<file path="src/rtl/quick_cpu_pkg.sv">
// Shared definitions for the quick CPU: opcodes, execute FSM encoding, default memory latency.
package quick_cpu_pkg;

   localparam int DEFAULT_MEM_LAT = 1;

   localparam logic [3:0] OP_NOP  = 4'h0;
   localparam logic [3:0] OP_LDI  = 4'h1;
   localparam logic [3:0] OP_LDIH = 4'h2;
   localparam logic [3:0] OP_MOVB = 4'h3;
   localparam logic [3:0] OP_LD   = 4'h4;
   localparam logic [3:0] OP_ST   = 4'h5;
   localparam logic [3:0] OP_ADD  = 4'h6;
   localparam logic [3:0] OP_SUB  = 4'h7;
   localparam logic [3:0] OP_AND  = 4'h8;
   localparam logic [3:0] OP_OR   = 4'h9;
   localparam logic [3:0] OP_XOR  = 4'hA;
   localparam logic [3:0] OP_JMP  = 4'hB;
   localparam logic [3:0] OP_JZ   = 4'hC;
   localparam logic [3:0] OP_JC   = 4'hD;
   localparam logic [3:0] OP_OUT  = 4'hE;
   localparam logic [3:0] OP_HALT = 4'hF;

   typedef enum logic [2:0] {
      S_IDLE   = 3'd0,
      S_EXEC   = 3'd1,
      S_MEM_RD = 3'd2,
      S_MEM_WR = 3'd3,
      S_HALT   = 3'd4
   } state_t;

endpackage

</file>
<file path="src/rtl/quick_cpu_alu.sv">
// Two-operand ALU for ADD/SUB/AND/OR/XOR; other opcodes pass A through.
// Latency: combinational. Backpressure: none.
// carry_out is the 9th sum bit for ADD and the borrow for SUB, 0 otherwise.
module quick_cpu_alu
   import quick_cpu_pkg::*;
(
   input  logic [7:0] a,
   input  logic [7:0] b,
   input  logic [3:0] opcode,
   output logic [7:0] result,
   output logic       carry_out,
   output logic       zero
);

   logic [8:0] wide;

   always_comb begin
      wide      = 9'd0;
      result    = a;
      carry_out = 1'b0;
      case (opcode)
         OP_ADD: begin
            wide      = {1'b0, a} + {1'b0, b};
            result    = wide[7:0];
            carry_out = wide[8];
         end
         OP_SUB: begin
            // borrow appears as the top bit of the 9-bit difference
            wide      = {1'b0, a} - {1'b0, b};
            result    = wide[7:0];
            carry_out = wide[8];
         end
         OP_AND:  result = a & b;
         OP_OR:   result = a | b;
         OP_XOR:  result = a ^ b;
         default: result = a;
      endcase
      zero = (result == 8'h00);
   end

endmodule

</file>
<file path="src/rtl/quick_cpu_exec.sv">
// Execute stage: decodes one instruction per handshake, runs it on A/B/Z/C, drives the data bus.
// Latency: done 1 cycle after accept, 1+MEM_LAT for LD, 2 for ST.
// Backpressure: instr_ready only in IDLE; HALT holds it low until rst.
module quick_cpu_exec
   import quick_cpu_pkg::*;
#(
   parameter int         MEM_LAT = DEFAULT_MEM_LAT,
   parameter logic [7:0] RESET_B = 8'h01
)
(
   input  logic       clk,
   input  logic       rst,
   input  logic       instr_valid,
   output logic       instr_ready,
   input  logic [7:0] instr,
   output logic       done,
   output logic       branch_taken,
   output logic [7:0] branch_target,
   output logic [7:0] mem_addr,
   output logic       mem_rd,
   output logic       mem_wr,
   output logic [7:0] mem_wdata,
   input  logic [7:0] mem_rdata,
   output logic [7:0] out_data,
   output logic       halted,
   output logic [7:0] dbg_a,
   output logic [7:0] dbg_b
);

   localparam logic [1:0] LAT_LAST = 2'(MEM_LAT - 1);

   state_t     state_q, state_d;
   logic [7:0] ir_q;
   logic [7:0] a_q, b_q;
   logic       z_q, c_q;
   logic [7:0] out_q;
   logic       halted_q;
   logic [7:0] tgt_q;
   logic [1:0] lat_cnt_q;

   logic [3:0] opcode;
   logic [3:0] imm;
   logic [7:0] ldih_val;
   logic       lat_last;
   logic       br_take;

   logic [7:0] alu_result;
   logic       alu_carry;
   logic       alu_zero;

   assign opcode   = ir_q[7:4];
   assign imm      = ir_q[3:0];
   assign ldih_val = {imm, a_q[3:0]};
   assign lat_last = (lat_cnt_q == LAT_LAST);

   quick_cpu_alu u_alu (
      .a         (a_q),
      .b         (b_q),
      .opcode    (opcode),
      .result    (alu_result),
      .carry_out (alu_carry),
      .zero      (alu_zero)
   );

   always_ff @(posedge clk or posedge rst) begin
      if (rst) begin
         state_q <= S_IDLE;
      end else begin
         state_q <= state_d;
      end
   end

   // Strobes and pulses decode straight from state so an async reset kills them at once.
   always_comb begin
      state_d     = state_q;
      instr_ready = 1'b0;
      done        = 1'b0;
      br_take     = 1'b0;
      mem_rd      = 1'b0;
      mem_wr      = 1'b0;
      mem_addr    = 8'h00;
      mem_wdata   = 8'h00;
      case (state_q)
         S_IDLE: begin
            instr_ready = 1'b1;
            if (instr_valid) begin
               state_d = S_EXEC;
            end
         end
         S_EXEC: begin
            case (opcode)
               OP_LD: state_d = S_MEM_RD;
               OP_ST: state_d = S_MEM_WR;
               OP_HALT: begin
                  done    = 1'b1;
                  state_d = S_HALT;
               end
               default: begin
                  done    = 1'b1;
                  state_d = S_IDLE;
                  br_take = (opcode == OP_JMP) ||
                            ((opcode == OP_JZ) && z_q) ||
                            ((opcode == OP_JC) && c_q);
               end
            endcase
         end
         S_MEM_RD: begin
            mem_rd   = 1'b1;
            mem_addr = b_q;
            if (lat_last) begin
               done    = 1'b1;
               state_d = S_IDLE;
            end
         end
         S_MEM_WR: begin
            mem_wr    = 1'b1;
            mem_addr  = b_q;
            mem_wdata = a_q;
            done      = 1'b1;
            state_d   = S_IDLE;
         end
         S_HALT: state_d = S_HALT;
         default: state_d = S_IDLE;
      endcase
   end

   assign branch_taken  = br_take;
   assign branch_target = br_take ? a_q : tgt_q;

   always_ff @(posedge clk or posedge rst) begin
      if (rst) begin
         ir_q      <= 8'h00;
         a_q       <= 8'h00;
         b_q       <= RESET_B;
         z_q       <= 1'b0;
         c_q       <= 1'b0;
         out_q     <= 8'h00;
         halted_q  <= 1'b0;
         tgt_q     <= 8'h00;
         lat_cnt_q <= 2'd0;
      end else begin
         if ((state_q == S_IDLE) && instr_valid) begin
            ir_q <= instr;
         end

         if (state_q == S_EXEC) begin
            lat_cnt_q <= 2'd0;
         end else if (state_q == S_MEM_RD) begin
            lat_cnt_q <= lat_cnt_q + 2'd1;
         end

         // branch_target holds the last taken target between branches
         if (br_take) begin
            tgt_q <= a_q;
         end

         if (state_q == S_EXEC) begin
            case (opcode)
               OP_LDI: begin
                  a_q <= {4'h0, imm};
                  z_q <= (imm == 4'h0);
               end
               OP_LDIH: begin
                  a_q <= ldih_val;
                  z_q <= (ldih_val == 8'h00);
               end
               OP_MOVB: b_q <= a_q;
               OP_ADD, OP_SUB: begin
                  a_q <= alu_result;
                  c_q <= alu_carry;
                  z_q <= alu_zero;
               end
               OP_AND, OP_OR, OP_XOR: begin
                  a_q <= alu_result;
                  z_q <= alu_zero;
               end
               OP_OUT:  out_q    <= a_q;
               OP_HALT: halted_q <= 1'b1;
               default: ;
            endcase
         end

         if ((state_q == S_MEM_RD) && lat_last) begin
            a_q <= mem_rdata;
            z_q <= (mem_rdata == 8'h00);
         end
      end
   end

   assign out_data = out_q;
   assign halted   = halted_q;
   assign dbg_a    = a_q;
   assign dbg_b    = b_q;

endmodule

</file>
<file path="config.mk">
export PLATFORM = sky130hd
export DESIGN_NAME = quick_cpu_exec
export DESIGN_NICKNAME = d
export VERILOG_FILES = /design/src/rtl/quick_cpu_pkg.sv /design/src/rtl/quick_cpu_alu.sv /design/src/rtl/quick_cpu_exec.sv
export SDC_FILE = /design/constraint.sdc
export NUM_CORES = 1
export LEC_CHECK = 0
export CAP_MARGIN = 20
export CORE_ASPECT_RATIO = 0.5
export CORE_MARGIN = 5
export CORE_UTILIZATION = 46
export CTS_CLUSTER_SIZE = 30
export DETAILED_ROUTE_END_ITERATION = 16
export GPL_TIMING_DRIVEN = 0
export PLACE_DENSITY_LB_ADDON = 0.15
export SYNTH_ARGS = -nofsm -noshare
export SYNTH_HDL_FRONTEND = slang
export SYNTH_SLANG_ARGS = --single-unit
</file>
<file path="constraint.sdc">
create_clock -name clk -period 2.7 [get_ports clk]
set_input_delay 0.27 -clock clk [delete_from_list [all_inputs] [get_ports clk]]
set_output_delay 0.27 -clock clk [all_outputs]
set_load 0.03 [all_outputs]
</file>
Yosys cells after proc, flatten, opt, wreduce, memory -nomap -nowiden. Cells that the tools add are included.

Register bits after elaboration: 48. Logic and storage cells: 92.

$add $sub $neg: 3. Equal/unequal tests: 22. Mux-type cells: 25. Bitwise gates (word level): 3. Reductions and logical operators: 28.

Operators by type and width (count): 8-bit 2-to-1 mux (5); 8-bit one-hot mux with 5 select lines (1); 4-bit equality test (second input constant) (8); 8-bit zero test (3); 8-bit one-hot mux with 3 select lines (1); 4-bit by 3-bit equality test with 1-bit output (second input constant) (4); 3-bit one-hot mux with 4 select lines (1); 2-bit AND reduction (6); 8-bit by 8-bit adder with 9-bit output (1); 1-bit 2-to-1 mux (9); 3-bit one-hot mux with 3 select lines (1); 8-bit by 8-bit subtractor with 9-bit output (1); 8-bit AND (1); 4-bit by 2-bit equality test with 1-bit output (second input constant) (2); 8-bit bitwise OR (1); 8-bit bitwise XOR (1); 3-bit by 2-bit equality test with 1-bit output (second input constant) (2); 3-bit 2-to-1 mux (2); 2-bit != test (second input constant) (3); 1-bit one-hot mux with 3 select lines (2); 2-bit OR reduction (3); 5-bit OR reduction (1); 4-bit by 1-bit equality test with 1-bit output (second input constant) (1); 1-bit logical AND (4); other kinds (14) (17).

Depth between registers and ports, before layout.
Depth after elaboration: 7. Mapped depth: 10.

Modules after synthesis. Synthesis repeated with hierarchy kept, for this count alone.

Cell total of the unflattened synthesis: 419. Area, all modules: 3857.4 µm².

Modules (own cells, without submodules): quick_cpu_exec (times used 1, cells each 236, area each 2547.4 µm²); quick_cpu_alu (times used 1, cells each 183, area each 1310.0 µm²).

Least setup slack after synthesis. OpenSTA, ideal clock, no wires.

Path kind: register to register. Start: register a_q[1] (netlist: dbg_a[1]). End: register z_q. Setup time: 0.074 ns. Arrival: 2.549 ns. Required time: 2.626 ns. Slack: 0.077 ns. Stages on the path, launching flop included: 10. Path buffers: 0. Cells stage by stage: dfrtp_1 -> inv_1 -> ha_1 -> a211oi_1 -> or3_4 -> a31o_1 -> a41oi_2 -> nand3_1 -> or3_1 -> o21ai_2.

Cells in the longest elaborated chain, start to end: 6. Elaborated cells between the ends (all ways): 11.

Ends and longest elaborated chain: from (decl) (line quick_cpu_exec.sv:34) `logic [7:0] a_q, b_q;`; from (signal assigned) (line quick_cpu_exec.sv:160) `a_q <= {4'h0, imm};`; from (signal assigned) (line quick_cpu_exec.sv:164) `a_q <= ldih_val;`; from (signal assigned) (line quick_cpu_exec.sv:169) `a_q <= alu_result;`; 8-bit by 8-bit subtractor with 9-bit output, or another cell as far along (line quick_cpu_alu.sv:29) `wide = {1'b0, a} - {1'b0, b};`; 8-bit one-hot mux with 5 select lines (line quick_cpu_alu.sv:21) `case (opcode)`; 8-bit zero test (line quick_cpu_alu.sv:38) `zero = (result == 8'h00);`; 1-bit one-hot mux with 3 select lines * (line quick_cpu_exec.sv:158) `case (opcode)`; 1-bit 2-to-1 mux * (line quick_cpu_exec.sv:157) `if (state_q == S_EXEC) begin`; 1-bit 2-to-1 mux * (line quick_cpu_exec.sv:183) `if ((state_q == S_MEM_RD) && lat_last) begin`; to (signal assigned) (line quick_cpu_exec.sv:161) `z_q <= (imm == 4'h0);`; to (signal assigned) (line quick_cpu_exec.sv:165) `z_q <= (ldih_val == 8'h00);`; to (signal assigned) (line quick_cpu_exec.sv:185) `z_q <= (mem_rdata == 8'h00);`; to (decl) (line quick_cpu_exec.sv:35) `logic z_q, c_q;`.

Every way passes the cells marked *; elsewhere a longest branch is shown, timed or not. The select of a mux whose other input is x is not followed. A chain may end at the register's enable or synchronous reset.

Worst setup path after layout.
Start: register b_q[0] (netlist: dbg_b[0]). End: register a_q[6] (netlist: dbg_a[6]).

Cells in the longest elaborated chain, start to end: 5. Elaborated cells between the ends (all ways): 6.

Ends and longest elaborated chain: from (decl) (line quick_cpu_exec.sv:34); from (signal assigned) (line quick_cpu_exec.sv:167) `OP_MOVB: b_q <= a_q;`; 8-bit by 8-bit subtractor with 9-bit output / 8-bit by 8-bit adder with 9-bit output (equally long branches) (line quick_cpu_alu.sv:29, quick_cpu_alu.sv:23); 8-bit one-hot mux with 5 select lines * (line quick_cpu_alu.sv:21); 8-bit one-hot mux with 3 select lines * (line quick_cpu_exec.sv:158); 8-bit 2-to-1 mux * (line quick_cpu_exec.sv:157); 8-bit 2-to-1 mux * (line quick_cpu_exec.sv:183); to (signal assigned) (line quick_cpu_exec.sv:160); to (signal assigned) (line quick_cpu_exec.sv:164); to (signal assigned) (line quick_cpu_exec.sv:184) `a_q <= mem_rdata;`.

Marked as above.

==> results_dict.tcl <==
set metrics [dict create \
    status "finished, final reports clean" \
    numClockSinks 48 \
    hold_buffers 0 \
    wl_mm 10.7 \
    period_needed_ns 2.64 \
    power.density_mw_per_mm2 1400 \
    grtUsageTotal_pct 22.1 \
    fp.coreArea_mm2 0.00729 \
    core.rowCount 22 \
    clockRootBuffer "clkbuf_16" \
    viasPerCell 5.77 \
    drive_gt1_share_pct 16.9 \
    synthFlopType "dfrtp_1" \
    fillers 666 \
    postSynthCellCount 397 \
    ys_types 63 \
    ant_nets 0 \
    max_slew_margin_pct 50.6 \
    area_growth_pct 33.5 \
    yosys_warnings 0 \
    synth_seq_area_share_pct 35.1 \
    grt.overflow.total 0 \
    power_frac_clock_pct 11.1 \
    path_class "reg -> reg" \
    h-tree-depth 2 \
    seqPwrFrac_pct 21.7 \
    internal_power_w 0.00318 \
    firstDrtPassIters 5 \
    crit_arrival_ns 2.85 \
    nets 529 \
    io_pins 73 \
    place.port_buffers 72 \
    cp.required_ns 2.91 \
    utilization_pct 62.7 \
    r2r_start "dbg_b[0]" \
    p_comb_share_pct 67.1 \
    die_h_um 71.0 \
    drv_slew 0 \
    power_w 0.00640 \
    fin_crit_sh_pct 97.7 \
    regArea_mm2 0.00121 \
    antenna_found_initial 0 \
    setup_viol 0 \
    leakage_nw 1.96 \
    syn_area_per_cell_um2 8.63 \
    async_flop_share_pct 100 \
    worst-path-max-fanout 5 \
    p_sw_share_pct 50.4 \
    synth_edf_count 0 \
    drv_cap 0 \
    ys_ff_latch 48 \
    dp_hpwl_mm 8.02 \
    grt_pass1_vias 3074 \
    peakVddDrop_uv 669 \
    clk_pin_slew_ns 0.07 \
    diodes 0 \
    timing.fmax_mhz 379 \
    hold_class "in -> async" \
    synth_area_mm2 0.00342 \
    worst_setup_path_start_kind "flip-flop" \
    startpoint "dbg_b[0]" \
    finalHoldViolations 0 \
    insertion_delay_ns 0.29 \
    cts_buffers 5 \
    grt_start_max_net_pins 31 \
    gp_congestion 0.911 \
    final.setup_skew_ns 0.0110 \
    dpl.cell_count 566 \
    clockBufferDepth 2 \
    tritoncts "yes" \
    drt-initial-drc-count 360 \
    multi_input_area_mm2 0.00206 \
    synth_fp_nets 443 \
    die_x_um 132 \
    final.setup.worst_slack_ns 0.0631 \
    layout.cells.non_filler 580 \
    end_kind "flip-flop" \
    drc 0 \
    wire_per_inst_um 18.4 \
    grt_pass1_wl_mm 16.6 \
    pre_cts_ws_ns -0.454 \
    switching_power_w 0.00323 \
    worstMarginPinSlew_ns 0.737 \
    vias 3345 \
    initial_core_util_pct 46.9 \
    dieArea_mm2 0.00937 \
]
==> cells by family (layout without fill, tap and decap cells) <==
logic type / count (synthesis) / in the layout / share of synthesized area (%)
and+or+nand+nor: 135 / 135 / 19.8
AOI/OAI and AO/OA: 106 / 106 / 19.9
buffers and inverters: 55 / 142 / 6.72
DFF: 48 / 48 / 35.1
adders and majority gates: 27 / 27 / 10.3
muxes: 23 / 23 / 7.31
xor gates and xnor gates: 3 / 3 / 0.767
==> stage by stage <==
step | cell area [µm²] | hold slack [ns] | setup TNS [ns]
2_1_floorplan | 3420 | 0.387 | 0
5_1_grt | 4570 | 0.339 | -0.0227
3_3_place_gp | 4270 | 0.467 | -4.12
3_5_place_dp | 4290 | 0.467 | -4.00
4_1_cts | 4510 | 0.318 | 0
6_report | 4570 | 0.312 | 0
==> critical path, stage by stage (launching register included) <==
cell      delay [ns]
dfstp_2         0.62
ha_2            0.23
inv_1           0.06
fa_2            0.38
a221oi_4        0.29
o41ai_2         0.13
or3_1           0.38
a21oi_2         0.18
o21ai_0         0.11
a31oi_1         0.17
==> cells in the final DEF (no fill, tap or decap), types with 16 or more instances in the layout <==
cell type and count:
clkdlybuf4s50_1 62, dfrtp_1 43, nand2_1 34, o21ai_0 31, inv_1 29, nor2_1 28
ha_1 22, a21oi_1 20, nor3_1 18, mux2_2 16
==> what timing repair did <==
item	4_1_cts	5_1_grt
pin swaps	3	3
cloned	0	0
gates resized for setup	33	33
setup buffers	3	5
setup endpoints to repair	14	13
==> cell type report <==
class | count | share of cell area, %
Buffer | 21 | 2.35
Clock buffer | 5 | 2.74
Clock inverter | 3 | 0.931
Inverter | 32 | 2.71
Multi-Input combinational cell | 294 | 45.1
Sequential cell | 48 | 26.4
Tap cell | 96 | 2.63
Timing Repair Buffer | 81 | 17.1
==> per-layer routing <==
layer	share of wire (%)	track usage, %	vias up
met5	0	0	-
met4	0.22	2.39	0
met3	9.9	6.46	2
met2	39	29.8	136
met1	51	35.2	1618
li1	-	-	1589
==> sequential cells by signal (all words and copies together), names as in the netlist, 2 cells and up <==
signal	flops
dbg_a	8
dbg_b	8
ir_q	8
out_data	8
tgt_q	8
state_q	3
lat_cnt_q	2
==> power groups by stage <==
stage / Combinational [W] / Sequential [W] / Clock, W
after floorplan: 0.00243 / 0.00162 / 0
after global placement: 0.00398 / 0.00138 / 0
after detailed placement: 0.00398 / 0.00138 / 0
after CTS: 0.00409 / 0.00137 / 0.000726
after global routing: 0.00462 / 0.00143 / 0.000757
final: 0.00430 / 0.00139 / 0.000712
==> path summary, 6_finish.rpt <==
path / endpoint / slack (ns) / depth (start not counted)
worst min-delay path: out_data[1] / 0.31 / 2
min in group clk: halted / 0.47 / 1
worst min register to register: halted / 0.47 / 1
max in group asynchronous: tgt_q[5] / 1.86 / 3
worst max register to register: dbg_a[6] / 0.06 / 9
worst max-delay path: dbg_a[6] / 0.06 / 9
==> cell usage after synthesis (4+ instances only) <==
library cell	count	area, µm²
dfrtp_1	47	1180
o21ai_0	37	185
nand2_1	34	128
inv_1	31	116
nor2_1	28	105
ha_1	25	313
a21oi_1	21	105
nor3_1	19	95.1
mux2_2	16	180
clkbuf_1	12	45.0
nand3_1	10	50.1
and3_1	9	56.3
buf_2	7	35.0
mux2i_1	7	70.1
nand2b_1	7	43.8
nor2b_1	7	43.8
a31oi_1	5	31.3
a22oi_1	4	30.0
nor4_1	4	25.0
o22ai_1	4	25.0
o31ai_1	4	30.0
or3_1	4	25.0
Power figures use the tool's default switching activity.
